### config.mk
export PLATFORM = sky130hd
export DESIGN_NAME = mcu1_core_flat
export DESIGN_NICKNAME = d
export VERILOG_FILES = /design/src/rtl/mcu1_core_if.sv /design/src/rtl/mcu1_core.sv /design/src/flat_wrapper.sv
export SDC_FILE = /design/constraint.sdc
export NUM_CORES = 1
export LEC_CHECK = 0
export CORE_ASPECT_RATIO = 1.4
export CORE_UTILIZATION = 40
export DETAILED_ROUTE_END_ITERATION = 10
export SYNTH_ARGS = -nofsm -noshare
export SYNTH_HDL_FRONTEND = slang
export SYNTH_SLANG_ARGS = --single-unit
### constraint.sdc
create_clock -name clock -period 6.6 [get_ports clock]
set_clock_uncertainty 0.2 [all_clocks]
set_input_delay 0.99 -clock clock [delete_from_list [all_inputs] [get_ports clock]]
set_output_delay 0.99 -clock clock [all_outputs]
set_load 0.01 [all_outputs]
### src/rtl/mcu1_core_if.sv
// mcu1_core_if: word-addressed req/ack memory port of the mcu1_core CPU.
// The core drives the request side (master); a memory or bus bridge
// answers with read data and a completion ack (slave).
interface mcu1_core_if #(
    parameter int AW = 12,
    parameter int DW = 16
);
    logic          mem_req;
    logic          mem_we;
    logic [AW-1:0] mem_addr;
    logic [DW-1:0] mem_wdata;
    logic [DW-1:0] mem_rdata;
    logic          mem_ack;

    modport master (
        output mem_req,
        output mem_we,
        output mem_addr,
        output mem_wdata,
        input  mem_rdata,
        input  mem_ack
    );

    modport slave (
        input  mem_req,
        input  mem_we,
        input  mem_addr,
        input  mem_wdata,
        output mem_rdata,
        output mem_ack
    );
endinterface

### src/rtl/mcu1_core.sv
// mcu1_core: multi-cycle accumulator CPU with a req/ack memory port.
// Every instruction is fetched over the port, decoded, and (for memory
// operands) followed by one data transaction. Request outputs are
// registered and held stable until the memory acks.
// Optional feature: define MCU1_MUL_EN to make opcode E a MUL through the
// memory-read path; otherwise opcode E behaves as NOP and no multiplier
// exists.
module mcu1_core #(
    parameter int            AW       = 12,
    parameter int            DW       = 16,
    parameter logic [AW-1:0] RESET_PC = '0
) (
    input  logic          clock,
    input  logic          reset_n,
    mcu1_core_if.master   mem,
    output logic          halted,
    output logic [AW-1:0] pc,
    output logic [DW-1:0] acc,
    output logic [1:0]    flags
);

    localparam logic [3:0] OP_LD   = 4'h0;
    localparam logic [3:0] OP_ADD  = 4'h1;
    localparam logic [3:0] OP_JMP  = 4'h2;
    localparam logic [3:0] OP_ST   = 4'h3;
    localparam logic [3:0] OP_CMP  = 4'h4;
    localparam logic [3:0] OP_JEQ  = 4'h5;
    localparam logic [3:0] OP_SUB  = 4'h6;
    localparam logic [3:0] OP_AND  = 4'h7;
    localparam logic [3:0] OP_OR   = 4'h8;
    localparam logic [3:0] OP_XOR  = 4'h9;
    localparam logic [3:0] OP_JLT  = 4'hA;
    localparam logic [3:0] OP_JNE  = 4'hB;
    localparam logic [3:0] OP_LDI  = 4'hC;
    localparam logic [3:0] OP_MUL  = 4'hE;
    localparam logic [3:0] OP_HALT = 4'hF;

    typedef enum logic [2:0] {
        S_FETCH,
        S_DECODE,
        S_MEMRD,
        S_MEMWR,
        S_HALT
    } state_t;

    state_t        state_q, state_d;
    logic [AW-1:0] pc_q, pc_d;
    logic [DW-1:0] acc_q, acc_d;
    logic          n_q, n_d;
    logic          z_q, z_d;
    logic [DW-1:0] ir_q, ir_d;
    logic          req_q, req_d;
    logic          we_q, we_d;
    logic [AW-1:0] addr_q, addr_d;
    logic [DW-1:0] wdata_q, wdata_d;
    logic          halted_q, halted_d;

    logic [3:0]    op;
    logic [AW-1:0] c_field;
    logic [DW-1:0] ldi_val;
    logic [DW-1:0] alu_res;
    logic          alu_wr_a;

    assign op      = ir_q[DW-1:DW-4];
    assign c_field = ir_q[AW-1:0];
    assign ldi_val = {{(DW-AW){1'b0}}, c_field};

    // ALU: result of a memory-operand op; CMP only produces flags
    always_comb begin
        alu_res  = mem.mem_rdata;
        alu_wr_a = 1'b1;
        case (op)
            OP_ADD: alu_res = acc_q + mem.mem_rdata;
            OP_SUB: alu_res = acc_q - mem.mem_rdata;
            OP_AND: alu_res = acc_q & mem.mem_rdata;
            OP_OR:  alu_res = acc_q | mem.mem_rdata;
            OP_XOR: alu_res = acc_q ^ mem.mem_rdata;
            OP_CMP: alu_wr_a = 1'b0;
`ifdef MCU1_MUL_EN
            OP_MUL: alu_res = acc_q * mem.mem_rdata;
`endif
            default: alu_res = mem.mem_rdata;
        endcase
    end

    // Next-state logic: FSM sequencing, register updates and bus requests
    always_comb begin
        state_d  = state_q;
        pc_d     = pc_q;
        acc_d    = acc_q;
        n_d      = n_q;
        z_d      = z_q;
        ir_d     = ir_q;
        req_d    = req_q;
        we_d     = we_q;
        addr_d   = addr_q;
        wdata_d  = wdata_q;
        halted_d = halted_q;

        case (state_q)
            S_FETCH: begin
                // First cycle in a request state raises the request;
                // it then stays unchanged until ack.
                if (!req_q) begin
                    req_d  = 1'b1;
                    we_d   = 1'b0;
                    addr_d = pc_q;
                end else if (mem.mem_ack) begin
                    req_d   = 1'b0;
                    ir_d    = mem.mem_rdata;
                    pc_d    = pc_q + AW'(1);
                    state_d = S_DECODE;
                end
            end

            S_DECODE: begin
                state_d = S_FETCH;
                case (op)
                    OP_LD, OP_ADD, OP_SUB, OP_AND, OP_OR, OP_XOR, OP_CMP:
                        state_d = S_MEMRD;
`ifdef MCU1_MUL_EN
                    OP_MUL:
                        state_d = S_MEMRD;
`endif
                    OP_ST:
                        state_d = S_MEMWR;
                    OP_JMP:
                        pc_d = c_field;
                    OP_JEQ:
                        if (z_q) pc_d = c_field;
                    OP_JLT:
                        if (n_q) pc_d = c_field;
                    OP_JNE:
                        if (!z_q) pc_d = c_field;
                    OP_LDI: begin
                        acc_d = ldi_val;
                        n_d   = ldi_val[DW-1];
                        z_d   = (ldi_val == '0);
                    end
                    OP_HALT: begin
                        state_d  = S_HALT;
                        halted_d = 1'b1;
                    end
                    default: state_d = S_FETCH;
                endcase
            end

            S_MEMRD: begin
                if (!req_q) begin
                    req_d  = 1'b1;
                    we_d   = 1'b0;
                    addr_d = c_field;
                end else if (mem.mem_ack) begin
                    req_d   = 1'b0;
                    state_d = S_FETCH;
                    if (alu_wr_a) begin
                        acc_d = alu_res;
                        n_d   = alu_res[DW-1];
                        z_d   = (alu_res == '0);
                    end else begin
                        n_d = (acc_q < mem.mem_rdata);
                        z_d = (acc_q == mem.mem_rdata);
                    end
                end
            end

            S_MEMWR: begin
                if (!req_q) begin
                    req_d   = 1'b1;
                    we_d    = 1'b1;
                    addr_d  = c_field;
                    wdata_d = acc_q;
                end else if (mem.mem_ack) begin
                    req_d   = 1'b0;
                    we_d    = 1'b0;
                    state_d = S_FETCH;
                end
            end

            S_HALT: begin
                req_d    = 1'b0;
                halted_d = 1'b1;
            end

            default: state_d = S_FETCH;
        endcase
    end

    // State register; async reset also abandons any outstanding request
    always_ff @(posedge clock or negedge reset_n) begin
        if (!reset_n) begin
            state_q  <= S_FETCH;
            pc_q     <= RESET_PC;
            acc_q    <= '0;
            n_q      <= 1'b0;
            z_q      <= 1'b0;
            ir_q     <= '0;
            req_q    <= 1'b0;
            we_q     <= 1'b0;
            addr_q   <= '0;
            wdata_q  <= '0;
            halted_q <= 1'b0;
        end else begin
            state_q  <= state_d;
            pc_q     <= pc_d;
            acc_q    <= acc_d;
            n_q      <= n_d;
            z_q      <= z_d;
            ir_q     <= ir_d;
            req_q    <= req_d;
            we_q     <= we_d;
            addr_q   <= addr_d;
            wdata_q  <= wdata_d;
            halted_q <= halted_d;
        end
    end

    assign mem.mem_req   = req_q;
    assign mem.mem_we    = we_q;
    assign mem.mem_addr  = addr_q;
    assign mem.mem_wdata = wdata_q;
    assign halted        = halted_q;
    assign pc            = pc_q;
    assign acc           = acc_q;
    assign flags         = {n_q, z_q};

endmodule

### src/flat_wrapper.sv
// flat-port wrapper written by rule: the top's interface ports become plain ports
module mcu1_core_flat 
#(
    parameter int            AW       = 12,
    parameter int            DW       = 16,
    parameter logic [AW-1:0] RESET_PC = '0
)
  (clock, reset_n, halted, pc, acc, flags, mem_mem_req, mem_mem_we, mem_mem_addr, mem_mem_wdata, mem_mem_rdata, mem_mem_ack);
  mcu1_core_if #(.AW(AW), .DW(DW)) mem_i ();
  input  logic clock;
  input  logic reset_n;
  output logic halted;
  output logic [AW-1:0] pc;
  output logic [DW-1:0] acc;
  output logic [1:0] flags;
  output wire logic [$bits(mem_i.mem_req)-1:0] mem_mem_req;
  output wire logic [$bits(mem_i.mem_we)-1:0] mem_mem_we;
  output wire logic [$bits(mem_i.mem_addr)-1:0] mem_mem_addr;
  output wire logic [$bits(mem_i.mem_wdata)-1:0] mem_mem_wdata;
  input wire logic [$bits(mem_i.mem_rdata)-1:0] mem_mem_rdata;
  input wire logic [$bits(mem_i.mem_ack)-1:0] mem_mem_ack;
  assign mem_mem_req = mem_i.mem_req;
  assign mem_mem_we = mem_i.mem_we;
  assign mem_mem_addr = mem_i.mem_addr;
  assign mem_mem_wdata = mem_i.mem_wdata;
  assign mem_i.mem_rdata = mem_mem_rdata;
  assign mem_i.mem_ack = mem_mem_ack;
  mcu1_core #(.AW(AW), .DW(DW), .RESET_PC(RESET_PC)) u_core (.clock(clock), .reset_n(reset_n), .mem(mem_i), .halted(halted), .pc(pc), .acc(acc), .flags(flags));
endmodule
==> qor.txt, run 1 <==
Synth Area in Adders: 10.47%
RSZ-0062 raised after global routing: no
Worst Slack Setup Final: 2.407 ns
Clock root cell: clkbuf_16
Dpl cells: 1023
GRT Residual Overflow: 0
Max-slew violations: 0
Syn Area/Cell: 8.339 um2
CP max-delay cell: clkdlybuf4s50_1
Failing checks: design-rule violations
CP peak stage delay: 0.60 ns
FF-to-FF Start: u_core.ir_q[15]
Resized Gates After CTS: 0
Critical Path RT: 6.70 ns
XOR/XNOR Fraction of Synth Area: 0.7967%
Vias in the first global route: 6224
Nets: 908
Layout cells sized above 1: 9.881%
Relative slew slack: 26.57%
Initial DRT Pass Iterations: 9
Post-synthesis cell area: 6596 um2
Starting Density: 40.79%
Final Non-Filler Cells: 1039
Max Cap Viol: 0
Number of library cell types mapped by synthesis: 82
Cell with the most instances after synthesis: nor2_1
Finished Core Util: 48.09%
Clock sink total: 80
Crit. Startpoint: mem_mem_rdata[1]
Critical Path Start Type: input pin
Setup TNS: 0 ns
Largest area contributor in the netlist: dfrtp_1
Reg2reg path depth: 9
Critical Setup Path Class: in -> reg
Cell family with most CP delay: compound AO/OA/AOI/OAI gates
Core area: 16170 um2
Hold WC Path Type: reg -> reg
Number of post-CTS setup repair buffers: 0
Most common cell on crit path: a21oi_1
Synth top area share: 30.35%
Synth Area in Compound Gates: 23.22%
N_diodes: 0
Antenna-violating nets left: 0
Number of synthesized flops with an enable pin: 0
Worst-Margin Slew: 1.101 ns
Vias per cell: 6.057
CTS Buffer Depth: 2
Design area: 7777 um2
Tcrit/Tclk final: 63.53%
Max Clock Freq: 0.2385 GHz
CTS tree: yes
Ys flop type: dfrtp_1
Top post-synthesis cells by area: dfrtp_1 30%, ha_1 9.9%, a21oi_1 5.8%, mux2_2 5.1%, nor2_1 4.6%
R2R Setup Slk: 2.91 ns
Pwr dens: 541.2 nW/um2
Dpl hpwl: 16420 um
Boundary Pins: 80
WL final: 22950 um
I/O Buffers: 79
Main combinational cell family by area after synthesis: compound AO/OA/AOI/OAI gates
Initial DRC Count: 400
Final min period: 4.193 ns
HP Start: u_core.halted
Reg-to-Reg End: u_core.z_q
First-pass GRT wire length: 35620 um
Pre-CTS setup slack: 2.120 ns
Clk pin slew, worst setup/hold paths: 0.07 ns
Cell chain of the critical path: clkdlybuf4s50_1, inv_1, ha_1, o21bai_1, o211ai_1, a21oi_1, o221ai_2, mux2i_1, a21oi_1, a2111oi_0, o2111ai_1, nand2_1
Syn_nets: 864
Hold WS: 0.2764 ns
Element type at the critical path end: flop
Endpoints failing setup: 0
Cts bufs inserted: 9
Ys Warns: 0
Mux share of post-synthesis cell area: 8.308%
Async S/R FF share, synth: 100.0%
GRT Total Usage: 27.07%
Synth Area in Simple Gates: 19.78%
Post-synthesis register bit count: 80
Area after DPL: 7435 um2
# rows: 55
Drt wl/cell: 22.09 um
Pin count of the biggest net entering global routing: 57
DR vias: 6293
CP Max Fanout: 5
Synth-to-Final Area Change: 17.91%
Most frequent cells after synthesis: 81 x nor2_1, 80 x dfrtp_1, 76 x a21oi_1
Height of the die: 153.9 um
Leak: 3.293 nW
Placer Congestion: 0.9255
WHS Endpoint: u_core.halted
Post-synthesis cell count: 791
DR DRC count: 1
Clk Latency, worst-skew pair: 0.36 ns
Final Hold Fails: 0
Sequential area share after synthesis: 30.35%
Buf+Inv Stages, Crit Path: 2
H-tree Lvls: 3
Cell depth of the worst hold path: 1
Die area: 17020 um2
Worst VDD drop: 317.1 uV
DIE WIDTH: 110.5 um
Final Power: 4.209 mW
WP data arrival: 4.29 ns
Status: complete, but fails checks
Antenna violations before repair: 0
Hold_buf cts: 0
[where the power goes]
group          total (mW)  switching (mW)  internal (mW)
sequential           1.06           0.336          0.726
clock               0.597           0.226          0.371
combinational        2.55            1.47           1.08
total                4.21            2.03           2.18
[layer usage]
metal  GRT usage [%]  vias up  wire length, um
li1                -     2929                -
met2           48.86      225            11810
met1           32.10     3086             9439
met3           3.390       53              919
met5               0        -                0
met4           11.49        0              787
[flip-flops by register name, indices dropped and copies added (netlist names)]
| signal | count |
|---|---|
| u_core.mem.mem_wdata | 16 |
| u_core.ir_q | 16 |
| u_core.state_q | 3 |
| u_core.mem.mem_req | 1 |
| u_core.halted | 1 |
| u_core.z_q | 1 |
| u_core.mem.mem_we | 1 |
| u_core.n_q | 1 |
| u_core.pc | 12 |
| u_core.mem.mem_addr | 12 |
| u_core.acc | 16 |
[kinds of logic (layout without fill, tap and decap cells)]
group,after synthesis,after routing
buffers and inverters,103,152
AND/OR/NAND/NOR,262,262
multiplexers,51,51
AO/OA/AOI/OAI,235,235
XOR/XNOR,6,6
adder cells (fa/ha/maj),54,54
flip-flops,80,80
[how the worst max path moves through the flow]
stage | to | slack [ns] | depth (start not counted)
after floorplan | u_core.z_q | 2.97 | 11
after global placement | u_core.z_q | 2.18 | 12
after detailed placement | u_core.z_q | 2.12 | 12
after CTS | u_core.z_q | 2.48 | 12
after global routing | u_core.z_q | 2.29 | 12
final | u_core.z_q | 2.41 | 12
[cell usage in the layout, fill, tap and decap left out, drive strengths merged, types with 18 or more instances in the layout]
cell type      instances
nor2                  82
dfrtp                 80
clkdlybuf4s50         78
a21oi                 77
nand2                 62
ha                    52
o21ai                 49
inv                   48
mux2                  30
nand3                 25
mux2i                 21
a31oi                 18
[final cells by class]
cell class | instances | area [um2]
timing repair buffer | 90 | 870.8
tap | 199 | 249.0
fill | 1556 | 8394
inverter | 46 | 172.7
clock inverter | 7 | 117.6
multi-input combinational | 608 | 4139
clock buffer | 9 | 225.2
sequential | 80 | 2003
Note: power is estimated with default switching activity, not from simulation.
==> inputs of run 2 (changes only) <==
==> constraint.sdc (replaced) <==
create_clock -name clock -period 3.9 [get_ports clock]
set_clock_uncertainty 0.2 [all_clocks]
set_input_delay 0.585 -clock clock [delete_from_list [all_inputs] [get_ports clock]]
set_output_delay 0.585 -clock clock [all_outputs]
set_load 0.01 [all_outputs]
==> qor.txt, run 2 (same netlist as run 1, synthesis figures left out) <==
Max-slew violations: 0
Clk Latency, worst-skew pair: 0.36 ns
Pwr dens: 892.8 nW/um2
Leak: 3.520 nW
NetSw: 3.486 mW
Clock sink total: 80
Hold WC Path Type: in -> async
Clock share of power: 11.3%
H-tree Lvls: 3
Boundary Pins: 80
CTS tree: yes
Critical path depth: 12
Seq pwr share: 24.1%
GRT Residual Overflow: 0
N_diodes: 0
DIE WIDTH: 110.5 um
Number of post-CTS setup repair buffers: 0
Final Hold Fails: 0
Buf+Inv Stages, Crit Path: 1
Worst-Margin Slew: 0.7473 ns
Initial DRT Pass Iterations: 5
Relative slew slack: 50.18%
Final min period: 3.693 ns
DR vias: 6397
Crit. Startpoint: mem_mem_rdata[0]
Hold_buf cts: 0
Combinational power share: 64.6%
Starting Density: 40.79%
Dpl hpwl: 16830 um
WP data arrival: 3.79 ns
CTS Buffer Depth: 2
Element type at the critical path end: flop
Tcrit/Tclk final: 94.68%
Design area: 8109 um2
Vias per cell: 5.853
Status: finished, final reports clean
Cell family with most CP delay: compound AO/OA/AOI/OAI gates
Most common cell after layout, fill and taps aside: nor2_1
Clk pin slew, worst setup/hold paths: 0.07 ns
Placer Congestion: 0.9542
FF-to-FF Start: u_core.acc[0]
GRT Total Usage: 27.00%
Cell chain of the critical path: clkdlybuf4s50_1, ha_1, fa_1, a21o_1, a221o_1, a211o_1, a31oi_1, mux2i_1, o31ai_1, a2111oi_0, o2111ai_1, nand2_1
Cts bufs inserted: 9
Clock root cell: clkbuf_16
Resized Gates After CTS: 0
WL final: 22530 um
CP Max Fanout: 5
Worst VDD drop: 456.5 uV
Core area: 16170 um2
Layout cells sized above 1: 15.21%
Switching share of power: 48.14%
CP max-delay cell: clkdlybuf4s50_1
Pre-CTS setup slack: -0.1601 ns
Nets: 962
Most frequent cells in the layout: 81 x nor2_1, 80 x dfrtp_1, 78 x clkdlybuf4s50_1
Synth-to-Final Area Change: 22.93%
Max Clock Freq: 0.2708 GHz
R2R Setup Slk: 0.52 ns
Vias in the first global route: 6397
Drt wl/cell: 20.61 um
Worst Slack Setup Final: 0.2074 ns
Antenna-violating nets left: 0
Reg-to-Reg End: u_core.z_q
Setup TNS: 0 ns
I/O Buffers: 79
CP peak stage delay: 0.45 ns
DR DRC count: 0
Antenna violations before repair: 0
Critical Path RT: 4.00 ns
Critical Path Start Type: input pin
Height of the die: 153.9 um
Initial DRC Count: 563
Die area: 17020 um2
RSZ-0062 raised after global routing: no
First-pass GRT wire length: 35830 um
Critical Setup Path Class: in -> reg
# rows: 55
Max Cap Viol: 0
Pin count of the biggest net entering global routing: 59
Endpoints failing setup: 0
Area after DPL: 7839 um2
Reg2reg path depth: 11
Cell internal pwr: 3.754 mW
==> run 2: metrics by stage <==
step	hold WS, ns	std cells	util (%)	power (mW)
after global routing	0.1523	1093	50.14	7.761
after CTS	0.1250	1093	50.14	7.219
after floorplan	0.08941	791	-	4.471
final	0.09012	1093	50.14	7.240
after global placement	0.2564	1077	48.47	6.314
after detailed placement	0.2610	1077	48.47	6.371
==> run 2: cell type report <==
class	count	area [um2]
Clock buffer	9	225.2
Multi-Input combinational cell	608	4139
Clock inverter	7	45.04
Tap cell	199	249.0
Timing Repair Buffer	144	1276
Sequential cell	80	2002
Fill cell	1567	8063
Inverter	46	172.7
==> run 2: routing by layer <==
metal / track usage (%) / wire length [um]
met1: 32.78 / 9489
met2: 48.30 / 11500
met3: 3.429 / 868
met4: 10.41 / 675
met5: 0 / 0
==> run 2: worst max-delay path by stage <==
stage                            end  slack, ns
after global placement    u_core.z_q      -0.11
after detailed placement  u_core.z_q      -0.16
after floorplan           u_core.z_q       0.68
after global routing      u_core.z_q       0.08
after CTS                 u_core.z_q       0.22
final                     u_core.z_q       0.21
==> run 2: power groups by stage <==
stage	Combinational (mW)	Sequential (mW)	Clock (mW)
2_1_floorplan	2.77	1.70	0
3_3_place_gp	4.58	1.74	0
3_5_place_dp	4.61	1.76	0
4_1_cts	4.64	1.75	0.834
5_1_grt	5.07	1.82	0.871
6_report	4.68	1.75	0.815
==> inputs of run 3 (changes only) <==
--- a/config.mk
+++ b/config.mk
@@ -5,7 +5,7 @@
 export SDC_FILE = /design/constraint.sdc
 export NUM_CORES = 1
 export LEC_CHECK = 0
-export CORE_ASPECT_RATIO = 1.4
+export CORE_ASPECT_RATIO = 2
 export CORE_UTILIZATION = 40
 export DETAILED_ROUTE_END_ITERATION = 10
 export SYNTH_ARGS = -nofsm -noshare
==> qor.txt, run 3 (same netlist as run 1, synthesis figures left out) <==
Status: finished, final reports clean
CTS Buffer Depth: 2
Clock root cell: clkbuf_16
Drt wl/cell: 21.46 um
FF-to-FF Start: u_core.acc[0]
Antenna violations before repair: 0
Pin count of the biggest net entering global routing: 67
RSZ-0062 raised after global routing: no
CTS tree: yes
Reg2reg path depth: 11
Dpl cells: 1090
Boundary Pins: 80
Vias per cell: 5.904
Tcrit/Tclk final: 93.49%
Critical Path RT: 3.97 ns
# rows: 66
Final min period: 3.646 ns
Nets: 970
Max Clock Freq: 0.2743 GHz
CP Max Fanout: 5
Synth-to-Final Area Change: 24.41%
CP max-delay cell: clkdlybuf4s50_1
Critical Setup Path Class: in -> reg
Dpl hpwl: 18710 um
Area after DPL: 7918 um2
Critical Path Start Type: input pin
Core area: 16190 um2
Initial DRC Count: 301
WL final: 23720 um
Number of post-CTS setup repair buffers: 0
N_diodes: 0
Cell chain of the critical path: clkdlybuf4s50_1, inv_1, ha_1, o211ai_1, o21a_1, o211ai_1, nand3_1, and4b_1, xnor2_1, a2111oi_0, o2111ai_1, nand2_1
DR DRC count: 0
GRT Residual Overflow: 0
R2R Setup Slk: 0.51 ns
First-pass GRT wire length: 37020 um
Hold_buf cts: 0
I/O Buffers: 79
Worst Setup EP: u_core.z_q
Most common cell on crit path: o211ai_1
Final Hold Fails: 0
Placer Congestion: 0.9456
Starting Density: 40.75%
Endpoints failing setup: 0
Element type at the critical path end: flop
Clk pin slew, worst setup/hold paths: 0.06 ns
Leak: 3.566 nW
Max Cap Viol: 0
Hold WC Path Type: in -> async
Pwr dens: 900.4 nW/um2
Vias in the first global route: 6578
Crit. Startpoint: mem_mem_rdata[4]
DR vias: 6524
Initial DRT Pass Iterations: 5
Height of the die: 183.6 um
Cts bufs inserted: 9
Antenna-violating nets left: 0
Final Non-Filler Cells: 1105
Most frequent cells in the layout: 81 x nor2_1, 80 x dfrtp_1, 78 x clkdlybuf4s50_1
Clk Latency, worst-skew pair: 0.34 ns
Filler instances: 1616
GRT Total Usage: 28.70%
Clock sink total: 80
H-tree Lvls: 3
Worst VDD drop: 476.2 uV
Most common cell after layout, fill and taps aside: nor2_1
Worst-Margin Slew: 0.8582 ns
Reg-to-Reg End: u_core.z_q
Die area: 17040 um2
Layout cells sized above 1: 15.65%
Max-slew violations: 0
WP data arrival: 3.72 ns
CP peak stage delay: 0.52 ns
DIE WIDTH: 92.81 um
Resized Gates After CTS: 0
Relative slew slack: 42.79%
Design area: 8207 um2
==> run 3: cell type report <==
cell class | instances | area (um2) | share of cell area [%]
inverters | 46 | 172.7 | 2.104
multi-input cells | 608 | 4139 | 50.43
clock buffers | 12 | 246.5 | 3.004
repair buffers | 152 | 1349 | 16.44
clock inverters | 3 | 42.54 | 0.5184
well taps | 204 | 255.2 | 3.110
flip-flops and latches | 80 | 2002 | 24.39
==> run 3: layer usage <==
| metal | track usage, % | vias up | routed length [um] |
|---|---|---|---|
| met4 | 18.89 | 0 | 1448 |
| met1 | 30.57 | 3143 | 8681 |
| li1 | - | 3052 | - |
| met2 | 52.53 | 248 | 12760 |
| met5 | 0 | - | 0 |
| met3 | 2.647 | 81 | 827 |
==> run 3: critical path, delay by kind of cell <==
kind | cells | cell delay [ns]
buffers and inverters | 2 | 0.62
XOR/XNOR | 1 | 0.15
adder cells (fa/ha/maj) | 1 | 0.38
AO/OA/AOI/OAI | 5 | 1.56
AND/OR/NAND/NOR | 3 | 0.43
==> run 3: how the worst min path moves through the flow <==
stage,startpoint,end,cells past startpoint
floorplan,reset_n,u_core.acc[0],0
global placement,u_core.halted,u_core.halted,1
detailed placement,u_core.halted,u_core.halted,1
CTS,reset_n,u_core.ir_q[5],1
global route,reset_n,u_core.halted,1
finish,reset_n,u_core.mem.mem_addr[1],1
==> run 3: power by group <==
part / leakage (nW) / internal (mW) / switching [mW]
clock network: 0.139 / 0.509 / 0.327
logic: 2.46 / 2.14 / 2.57
registers: 0.965 / 1.23 / 0.614
total: 3.57 / 3.87 / 3.52
==> run 3: per-stage QoR <==
step,setup slack [ns],setup TNS (ns),utilization (%),power (mW),hold WS [ns]
final,0.2538,0,50.70,7.390,0.1409
after CTS,0.2953,0,50.70,7.377,0.1851
after global routing,0.06911,0,50.70,7.890,0.2139
after global placement,-0.03851,-0.03851,48.92,6.465,0.2553
after detailed placement,-0.04442,-0.04442,48.92,6.510,0.2638
after floorplan,0.6769,0,-,4.471,0.08941
